File: config.mk
export PLATFORM = sky130hd
export DESIGN_NAME = multicycle_control
export DESIGN_NICKNAME = d
export VERILOG_FILES = /design/src/rtl/multicycle_control.sv
export SDC_FILE = /design/constraint.sdc
export NUM_CORES = 1
export LEC_CHECK = 0
export ABC_AREA = 1
export CORE_MARGIN = 1.5
export CORE_UTILIZATION = 42
export DETAILED_ROUTE_END_ITERATION = 10
export PLACE_DENSITY = 0.84
export RECOVER_POWER = 50
export SYNTH_ARGS = -nofsm -noshare
export SYNTH_HDL_FRONTEND = slang
export SYNTH_SLANG_ARGS = --single-unit
File: constraint.sdc
create_clock -name clk -period 5.8 [get_ports clk]
set_input_delay 1.74 -clock clk [delete_from_list [all_inputs] [get_ports clk]]
set_output_delay 1.74 -clock clk [all_outputs]
set_load 0.005 [all_outputs]
File: src/rtl/multicycle_control.sv
// Multicycle MIPS-subset controller: Moore FSM plus ALU decode.
// Ports: clk, reset (async, high) | op, funct, zero in | write enables, mux selects, alucont, state out.
module multicycle_control (
  input  logic       clk,
  input  logic       reset,
  input  logic [5:0] op,
  input  logic [5:0] funct,
  input  logic       zero,
  output logic       pcen,
  output logic       irwrite,
  output logic       memwrite,
  output logic       regwrite,
  output logic       iord,
  output logic       alusrca,
  output logic       regdst,
  output logic       memtoreg,
  output logic [1:0] alusrcb,
  output logic [1:0] pcsrc,
  output logic [2:0] alucont,
  output logic [3:0] state
);

  localparam logic [3:0] FETCH   = 4'd0;
  localparam logic [3:0] DECODE  = 4'd1;
  localparam logic [3:0] MEMADR  = 4'd2;
  localparam logic [3:0] MEMRD   = 4'd3;
  localparam logic [3:0] MEMWB   = 4'd4;
  localparam logic [3:0] MEMWR   = 4'd5;
  localparam logic [3:0] RTYPEEX = 4'd6;
  localparam logic [3:0] RTYPEWB = 4'd7;
  localparam logic [3:0] BEQEX   = 4'd8;
  localparam logic [3:0] ADDIEX  = 4'd9;
  localparam logic [3:0] ADDIWB  = 4'd10;
  localparam logic [3:0] JEX     = 4'd11;

  localparam logic [5:0] OP_LW   = 6'b100011;
  localparam logic [5:0] OP_SW   = 6'b101011;
  localparam logic [5:0] OP_R    = 6'b000000;
  localparam logic [5:0] OP_BEQ  = 6'b000100;
  localparam logic [5:0] OP_ADDI = 6'b001000;
  localparam logic [5:0] OP_J    = 6'b000010;

  logic [3:0] st;
  logic [3:0] nxt;
  logic       pcwrite;
  logic       branch;
  logic [1:0] aluop;
  logic       irw_m;
  logic       memw_m;
  logic       regw_m;

  // State register
  always_ff @(posedge clk or posedge reset) begin
    if (reset) st <= FETCH;
    else       st <= nxt;
  end

  // Next-state logic; unused codes 12-15 fall back to FETCH
  always_comb begin
    nxt = FETCH;
    case (st)
      FETCH:  nxt = DECODE;
      DECODE: begin
        case (op)
          OP_LW, OP_SW: nxt = MEMADR;
          OP_R:         nxt = RTYPEEX;
          OP_BEQ:       nxt = BEQEX;
          OP_ADDI:      nxt = ADDIEX;
          OP_J:         nxt = JEX;
          default:      nxt = FETCH;
        endcase
      end
      MEMADR:  nxt = (op == OP_LW) ? MEMRD : MEMWR;
      MEMRD:   nxt = MEMWB;
      RTYPEEX: nxt = RTYPEWB;
      ADDIEX:  nxt = ADDIWB;
      default: nxt = FETCH;
    endcase
  end

  // Moore outputs
  always_comb begin
    pcwrite  = 1'b0;
    branch   = 1'b0;
    aluop    = 2'b00;
    irw_m    = 1'b0;
    memw_m   = 1'b0;
    regw_m   = 1'b0;
    iord     = 1'b0;
    alusrca  = 1'b0;
    regdst   = 1'b0;
    memtoreg = 1'b0;
    alusrcb  = 2'b00;
    pcsrc    = 2'b00;
    case (st)
      FETCH: begin
        irw_m   = 1'b1;
        pcwrite = 1'b1;
        alusrcb = 2'b01;
      end
      DECODE: alusrcb = 2'b11;
      MEMADR, ADDIEX: begin
        alusrca = 1'b1;
        alusrcb = 2'b10;
      end
      MEMRD: iord = 1'b1;
      MEMWB: begin
        memtoreg = 1'b1;
        regw_m   = 1'b1;
      end
      MEMWR: begin
        iord   = 1'b1;
        memw_m = 1'b1;
      end
      RTYPEEX: begin
        alusrca = 1'b1;
        aluop   = 2'b10;
      end
      RTYPEWB: begin
        regdst = 1'b1;
        regw_m = 1'b1;
      end
      BEQEX: begin
        alusrca = 1'b1;
        aluop   = 2'b01;
        pcsrc   = 2'b01;
        branch  = 1'b1;
      end
      ADDIWB: regw_m = 1'b1;
      JEX: begin
        pcsrc   = 2'b10;
        pcwrite = 1'b1;
      end
      default: ;
    endcase
  end

  // Write enables are held off while reset is asserted, even though
  // the state already reads FETCH.
  assign irwrite  = irw_m  & ~reset;
  assign memwrite = memw_m & ~reset;
  assign regwrite = regw_m & ~reset;
  assign pcen     = (pcwrite | (branch & zero)) & ~reset;
  assign state    = st;

  // ALU control decode
  always_comb begin
    alucont = 3'b010;
    case (aluop)
      2'b01: alucont = 3'b110;
      2'b10: begin
        case (funct)
          6'b100010: alucont = 3'b110;
          6'b100100: alucont = 3'b000;
          6'b100101: alucont = 3'b001;
          6'b101010: alucont = 3'b111;
          default:   alucont = 3'b010;
        endcase
      end
      default: alucont = 3'b010;
    endcase
  end

endmodule
# Word level (Yosys, flattened, before mapping)
# Index checks and enable logic that the tools add are counted.
dict set report totals {
  register_bits 4
  inputBits 15
  wordCells 55
}
dict set report op_classes {
  eq_ne 22
  mux 17
  n_bitwise 7
  reduce_logical 8
}
# operator count
set op_table {}
lappend op_table {{== test 6 bit, second input constant} 6}
lappend op_table {{one-hot mux 4 bit (6 select lines)} 1}
lappend op_table {{one-hot mux 4 bit (5 select lines)} 1}
lappend op_table {{== test 4 x 3 -> 1 bit, second input constant} 4}
lappend op_table {{== test 4 bit, second input constant} 4}
lappend op_table {{one-hot mux 3 bit (4 select lines)} 1}
lappend op_table {{2-to-1 mux 1 bit} 9}
lappend op_table {{== test 4 x 2 -> 1 bit, second input constant} 2}
lappend op_table {{one-hot mux 2 bit (2 select lines)} 2}
lappend op_table {{OR reduction 2 bit} 4}
lappend op_table {{== test 6 x 2 -> 1 bit, second input constant} 1}
lappend op_table {{== test 6 x 3 -> 1 bit, second input constant} 1}
lappend op_table {{== test 6 x 4 -> 1 bit, second input constant} 1}
lappend op_table {{zero test 6 bit} 1}
lappend op_table {{one-hot mux 2 bit (3 select lines)} 1}
lappend op_table {{one-hot mux 3 bit (2 select lines)} 1}
lappend op_table {{AND 1 bit} 5}
lappend op_table {{== test 4 x 1 -> 1 bit, second input constant} 1}
lappend op_table {{zero test 4 bit} 1}
lappend op_table {{OR reduction 4 bit} 1}
lappend op_table {{2-to-1 mux 3 bit} 1}
lappend op_table {{OR reduction 3 bit} 1}
lappend op_table {{== test 2 x 1 -> 1 bit, second input constant} 1}
lappend op_table {{== test 2 bit, second input constant} 1}
lappend op_table {{2 further kinds} 2}

# Longest topological paths before layout
# Gate-level depths: netlist (run 1).
dict set report depth {
  depth_word 5
  depth_mapped 10
  mapped_depth_nobuf 9
}

# Least setup slack after synthesis (run 1)
# Ideal clock, no wire load.
dict set report synth_timing {
  path_type {input to output}
  start {input port funct[2]}
  end {output port alucont[1]}
  arrival_time_ns 2.114
  required_ns 4.060
  slack_ns 1.946
  stages 5
  n_path_buf 0
  cell_sequence {inv_1 nor2_1 nand2_1 o21ai_0 nand3_1}
}
dict set report synth_via {
  elab_chain_cells 3
}
# element line
set synth_lines {}
lappend synth_lines {{from (decl)} 7} ;# input logic [5:0] funct,
lappend synth_lines {{== test 6 bit} 152} ;# case (funct)
lappend synth_lines {{one-hot mux 3 bit (4 select lines) (*)} 152}
lappend synth_lines {{one-hot mux 3 bit (2 select lines) (*)} 149} ;# case (aluop)
lappend synth_lines {{to (decl)} 19} ;# output logic [2:0] alucont,
# Every way passes the cells marked *; elsewhere a longest branch is shown, timed or not.

# Final worst setup path (run 1)
dict set report layout_timing {
  start {input port reset}
  end {output port regwrite}
}
dict set report layout_via {
  elab_chain_cells 2
}
# element line
set layout_lines {}
lappend layout_lines {{from (decl)} 5} ;# input logic reset,
lappend layout_lines {{NOT 1 bit} 142} ;# assign regwrite = regw_m & ~reset;
lappend layout_lines {{AND 1 bit} 142}
lappend layout_lines {{to (decl)} 12} ;# output logic regwrite,
# Every way passes these cells.

==> impl_metrics.tcl, run 1 <==
set metrics [dict create \
    clock_skew_ns 0.007378 \
    grt_pass1_wl_um 2987 \
    yosysTopAreaCell "dfrtp_1" \
    clockRootBuffer "clkbuf_4" \
    ioPinCount 34 \
    non_filler_cells_in_the_finished_layout 166 \
    power.static_leakage_nw 0.4919 \
    layout.core_utilization_pct 68.57 \
    post_cts.resized_instances 0 \
    worstSetupStartpoint "reset" \
    cts.htree.levels 1 \
    synth_edf_count 0 \
    post-place-ws_ns 0.9501 \
    rsz0062_at_grt "false" \
    power_per_cell_area_nw_per_um2 233.7 \
    synth.top_cell.area_share_pct 15.07 \
    grt_pass1_vias 742 \
    worstMarginPinSlew_ns 0.3795 \
    gr-total-overflow 0 \
    synth_cells 115 \
    ff2ff_path_depth 5 \
    worstSetupPathDepth 5 \
    path_max_fanout 5 \
    num-fill-cells 137 \
    drt_drc_violations_left 0 \
    post_synth.cell_area_avg_um2 5.777 \
    rr_startpoint "state[3]" \
    routed_via_density 5.024 \
    globalplace.congestion 0.8505 \
    synth_area_um2 664.4 \
    ctsHoldBuffers 0 \
    die_width_um 42.77 \
    holdPathStages 3 \
    core_region_area_um2 1489 \
    worst_hold_startpoint "state[2]" \
    cp_delay_by_family_top "buffers and inverters" \
    setup_viol_count_final 0 \
    status "complete, no violations" \
    final-hold-violation-count 0 \
    num-nets-final 170 \
    ff2ff_setup_slack_ns 4.63 \
    finalHoldWorstSlack_ns 0.6952 \
    synth_async_sr_flop_share_pct 100.0 \
    ys_top_cells_by_area "dfrtp_1 (15%), nand2_1 (13%), nor2_1 (12%)" \
    achievable-frequency_mhz 204.4 \
    ys_seq_elements 4 \
    post_route_cells_drive_above_1_share_pct 16.67 \
    worst_r2r_endpoint "state[1]" \
    post_synth_most_frequent_cells "nand2_1 (23), nor2_1 (21), inv_1 (18)" \
    holdCritPathClass "reg -> reg" \
    critical_path.endpoint_type "output pin" \
    cp_cell_sequence "dlygate4sd3_1, inv_1, nand2_1, inv_1, clkdlybuf4s50_1" \
    placement_rows 14 \
    clock_path_buffers 2 \
    drv_slew 0 \
    period_minus_slack_ns 4.891 \
    placed_instances 163 \
    grt_start_max_net_pins 10 \
    cts_made_buffers 3 \
    gr-usage-all-layers_pct 20.87 \
    critical_path.startpoint_type "input port" \
    dieHeight_um 42.77 \
    detailed_place.area_um2 1003 \
    clock_sinks 4 \
    dominantRegCellSynth "dfrtp_1" \
    critical-path-top-cell-by-count "inv_1" \
    crit_path_end "regwrite" \
    maxCapViolations 0 \
    dr.first_iter.drc_count 14 \
    post-cts-setup-buffers 0 \
    syn_nets 133 \
    antenna_violating_nets_left 0 \
    ir_drop_uv 92.24 \
    ys.warnings.count 0 \
    buffering_stage_count_on_the_worst_path_with_inverters_included 4 \
    vias 834 \
    timing.max_slew.rel_slack_pct 74.61 \
    wirelength_um 1685 \
    crit_slowest_cell "dlygate4sd3_1" \
    design.die.area_um2 1829 \
    ant_diodes 0 \
    clock_tree_from_tritoncts "built" \
    fin_ws_ns 0.9087 \
    postLayoutCellArea_um2 1021 \
    clock_insertion_delay_worst_skew_ns 0.24 \
    largest_reg_flops 4 \
    multi_input_comb_area_um2 457.9 \
    flow.area_growth_from_synthesis_pct 53.67 \
    setup_tns_ns 0 \
    seqCellArea_um2 100.1 \
    drt-pass1-iter-count 4 \
    p_total_mw 0.2386 \
    critPathArrivalTime_ns 3.15 \
    buffer_ports.inserted 33 \
    yosysMostFrequentCell "nand2_1" \
    initial_core_util_pct 44.62 \
    detail_route.wl_per_cell_um 10.15 \
    synth_cell_type_count 19 \
    antenna_found_initial 0 \
    detailedPlacementHpwl_um 1438 \
    period_share_pct 84.33 \
    timing.critical_path.required_ns 4.06 \
    synth_sequential_area_ratio_pct 15.07 \
    timing.critical_path.slowest_cell_delay_ns 0.62 \
    cts.clk_slew.worst_paths_ns 0.04 \
    timing_worst_setup_path_type "in -> out" \
]
==> how the worst min path moves through the flow <==
stage,endpoint
CTS,state[0]
global route,state[0]
global placement,state[0]
detailed placement,state[0]
floorplan,state[0]
finish,state[0]
==> final cells by class <==
| type | count | area share, % |
|---|---|---|
| clock buffer | 3 | 2.206 |
| multi-input combinational | 86 | 44.85 |
| sequential | 4 | 9.804 |
| timing repair buffer | 33 | 32.35 |
| tap | 16 | 1.961 |
| inverter | 24 | 8.824 |
==> placed cells by master, fill, tap and decap left out, types with 3 or more instances in the layout <==
cell type         n
clkbuf_4          3
clkdlybuf4s50_1  27
dfrtp_1           4
dlygate4sd3_1     6
ha_1              3
inv_1            19
inv_2             5
nand2_1          23
nand2_2           4
nand3_1          13
nor2_1           21
nor2_2            6
nor2_4            3
o21ai_0           3
==> cell families (layout without fill, tap and decap cells) <==
| family | Yosys count | after routing | share of synthesized area (%) |
|---|---|---|---|
| and+or+nand+nor | 78 | 78 | 59.70 |
| DFF | 4 | 4 | 15.07 |
| buffers and inverters | 25 | 60 | 15.25 |
| adders and majority gates | 3 | 3 | 5.650 |
| AOI/OAI and AO/OA | 5 | 5 | 4.330 |
==> report_power, final <==
group / internal (mW) / leakage [nW] / switching [mW]
Combinational: 0.0771 / 0.425 / 0.0772
Clock: 0.0232 / 0.0138 / 0.0126
Sequential: 0.0346 / 0.0532 / 0.0139
Total: 0.135 / 0.492 / 0.104
==> worst min-delay path: stages (launching register included) <==
cell     delay, ns
dfrtp_1       0.38
nor2_1        0.08
a21oi_1       0.14
nand2_1       0.06
==> layer usage <==
layer  share of wire, %  vias up  global-route usage (%)
met2                 54       30                   39.70
met4                1.0        0                   7.500
met5                  0        -                       0
met1                 39      377                   23.33
li1                   -      425                       -
met3                5.7        2                   2.128
Power figures use the tool's default switching activity.
==> run 2: changes to the inputs <==
CORE_UTILIZATION = 39   (was 42)
PLACE_DENSITY = 0.79   (was 0.84)
clock period = 4.62 ns   (was 5.8 ns; I/O delays follow)
==> impl_metrics.tcl, run 2 (synthesis gave the netlist of run 1 again) <==
set metrics [dict create \
    timing_worst_setup_path_type "in -> out" \
    antenna_found_initial 0 \
    achievable-frequency_mhz 239.1 \
    holdPathStages 3 \
    initial_core_util_pct 43.10 \
    setup_tns_ns 0 \
    gr-usage-all-layers_pct 20.32 \
    num-fill-cells 139 \
    wirelength_um 1701 \
    ff2ff_setup_slack_ns 3.45 \
    post_route_cells_drive_above_1_share_pct 17.33 \
    largest_reg_flops 4 \
    detailedPlacementHpwl_um 1455 \
    detailed_place.area_um2 1003 \
    antenna_violating_nets_left 0 \
    cp_cell_sequence "clkdlybuf4s50_1, nand3_1, nor2_1, nand3_1, o21ai_0, clkdlybuf4s50_1" \
    mostFrequentLayoutCells "clkdlybuf4s50_1 (27), nand2_1 (23), nor2_1 (21)" \
    timing.max_slew.rel_slack_pct 74.97 \
    final-hold-violation-count 0 \
    cts.htree.levels 1 \
    cp_delay_by_family_top "buffers and inverters" \
    holdPathEnd "state[0]" \
    critical_path.endpoint_type "output pin" \
    clockRootBuffer "clkbuf_4" \
    buffer_ports.inserted 33 \
    drt-pass1-iter-count 4 \
    detail_route.wl_per_cell_um 10.25 \
    post_cts.resized_instances 0 \
    fin_ws_ns 0.4377 \
    postLayoutCellArea_um2 1026 \
    dr.first_iter.drc_count 18 \
    power.static_leakage_nw 0.4987 \
    worstMarginPinSlew_ns 0.3755 \
    layout_commonest_cell "clkdlybuf4s50_1" \
    setup_viol_count_final 0 \
    drt_drc_violations_left 0 \
    ctsHoldBuffers 0 \
    rsz0062_at_grt "false" \
    critical_path.startpoint_type "input port" \
    die_width_um 44.28 \
    ant_diodes 0 \
    buffering_stage_count_on_the_worst_path_with_inverters_included 2 \
    maxCapViolations 0 \
    critPathArrivalTime_ns 2.80 \
    holdCritPathClass "reg -> reg" \
    power_per_cell_area_nw_per_um2 287.4 \
    dieHeight_um 44.28 \
    status "complete, no violations" \
    clock_tree_from_tritoncts "built" \
    cts_made_buffers 3 \
    worst_r2r_endpoint "state[2]" \
    ff2ff_path_depth 5 \
    flow.area_growth_from_synthesis_pct 54.43 \
    grt_pass1_wl_um 3036 \
    grt_start_max_net_pins 10 \
    crit_slowest_cell "clkdlybuf4s50_1" \
    cts.clk_slew.worst_paths_ns 0.03 \
    drv_slew 0 \
    core_region_area_um2 1541 \
    grt_pass1_vias 719 \
    globalplace.congestion 0.7923 \
    placement_rows 14 \
    num-nets-final 170 \
    period_minus_slack_ns 4.182 \
    ioPinCount 34 \
    period_share_pct 90.53 \
    path_max_fanout 2 \
    gr-total-overflow 0 \
    timing.critical_path.slowest_cell_delay_ns 0.53 \
    vias 813 \
    clock_path_buffers 2 \
    clock_insertion_delay_worst_skew_ns 0.24 \
    clock_sinks 4 \
    routed_via_density 4.898 \
    worst_hold_startpoint "state[2]" \
    ir_drop_uv 140.4 \
    post-place-ws_ns 0.4542 \
    post-cts-setup-buffers 0 \
    rr_startpoint "state[1]" \
    layout.core_utilization_pct 66.56 \
    design.die.area_um2 1960 \
    clock_skew_ns 0.002741 \
    timing.critical_path.required_ns 3.23 \
]
[run 2: cell counts in the layout (fill, tap and decap cells not counted)]
Identical to the previous run, type by type.
[run 2: worst max path at each step]
stage,to,slack (ns),start,cells after the start
2_1_floorplan,alucont[1],1.47,funct[2],5
3_3_place_gp,alucont[0],0.52,funct[1],6
3_5_place_dp,alucont[0],0.45,funct[1],6
4_1_cts,alucont[0],0.45,funct[1],6
5_1_grt,alucont[0],0.30,funct[2],7
6_report,alucont[0],0.44,funct[1],6
[run 2: through the flow]
stage                     std cells  hold slack, ns  power [mW]
after floorplan                 115          0.6813      0.1670
after global placement          163          0.7147      0.2538
after detailed placement        163          0.7260      0.2563
after CTS                       166          0.7306      0.3006
after global routing            166          0.8064      0.3217
final                           166          0.7210      0.2949
[run 2: per-layer routing]
metal	track usage, %	wire, µm	up-vias
li1	-	-	431
met1	25.94	722	338
met5	0	0	-
met4	9.091	42	0
met2	35.00	846	39
met3	1.224	91	5
[run 2: layout make-up]
| class | instances | area (µm²) | share of cell area, % |
|---|---|---|---|
| timing repair buffer | 33 | 330.3 | 32.20 |
| tap | 16 | 20.02 | 1.951 |
| sequential | 4 | 100.1 | 9.756 |
| clock buffer | 3 | 22.52 | 2.195 |
| inverter | 24 | 90.09 | 8.781 |
| multi-input combinational | 86 | 462.9 | 45.12 |
[run 2: worst register-to-register path, stage by stage (launching register included)]
cell and delay, ns:
dfrtp_1 0.50, inv_1 0.12, nand2_2 0.08, nor2_2 0.19, nand3b_1 0.11, nand3_1 0.10
[run 2: power by group]
group / total (mW) / internal [mW] / leakage, nW / switching [mW]
combinational: 0.190 / 0.0968 / 0.432 / 0.0931
sequential: 0.0616 / 0.0434 / 0.0532 / 0.0182
clock: 0.0433 / 0.0290 / 0.0138 / 0.0143
==> run 3: changes to the inputs <==
CAP_MARGIN = 20   (was not set)
==> results of run 3 <==
The final DEF is identical to that of run 2; final timing and power are the same.
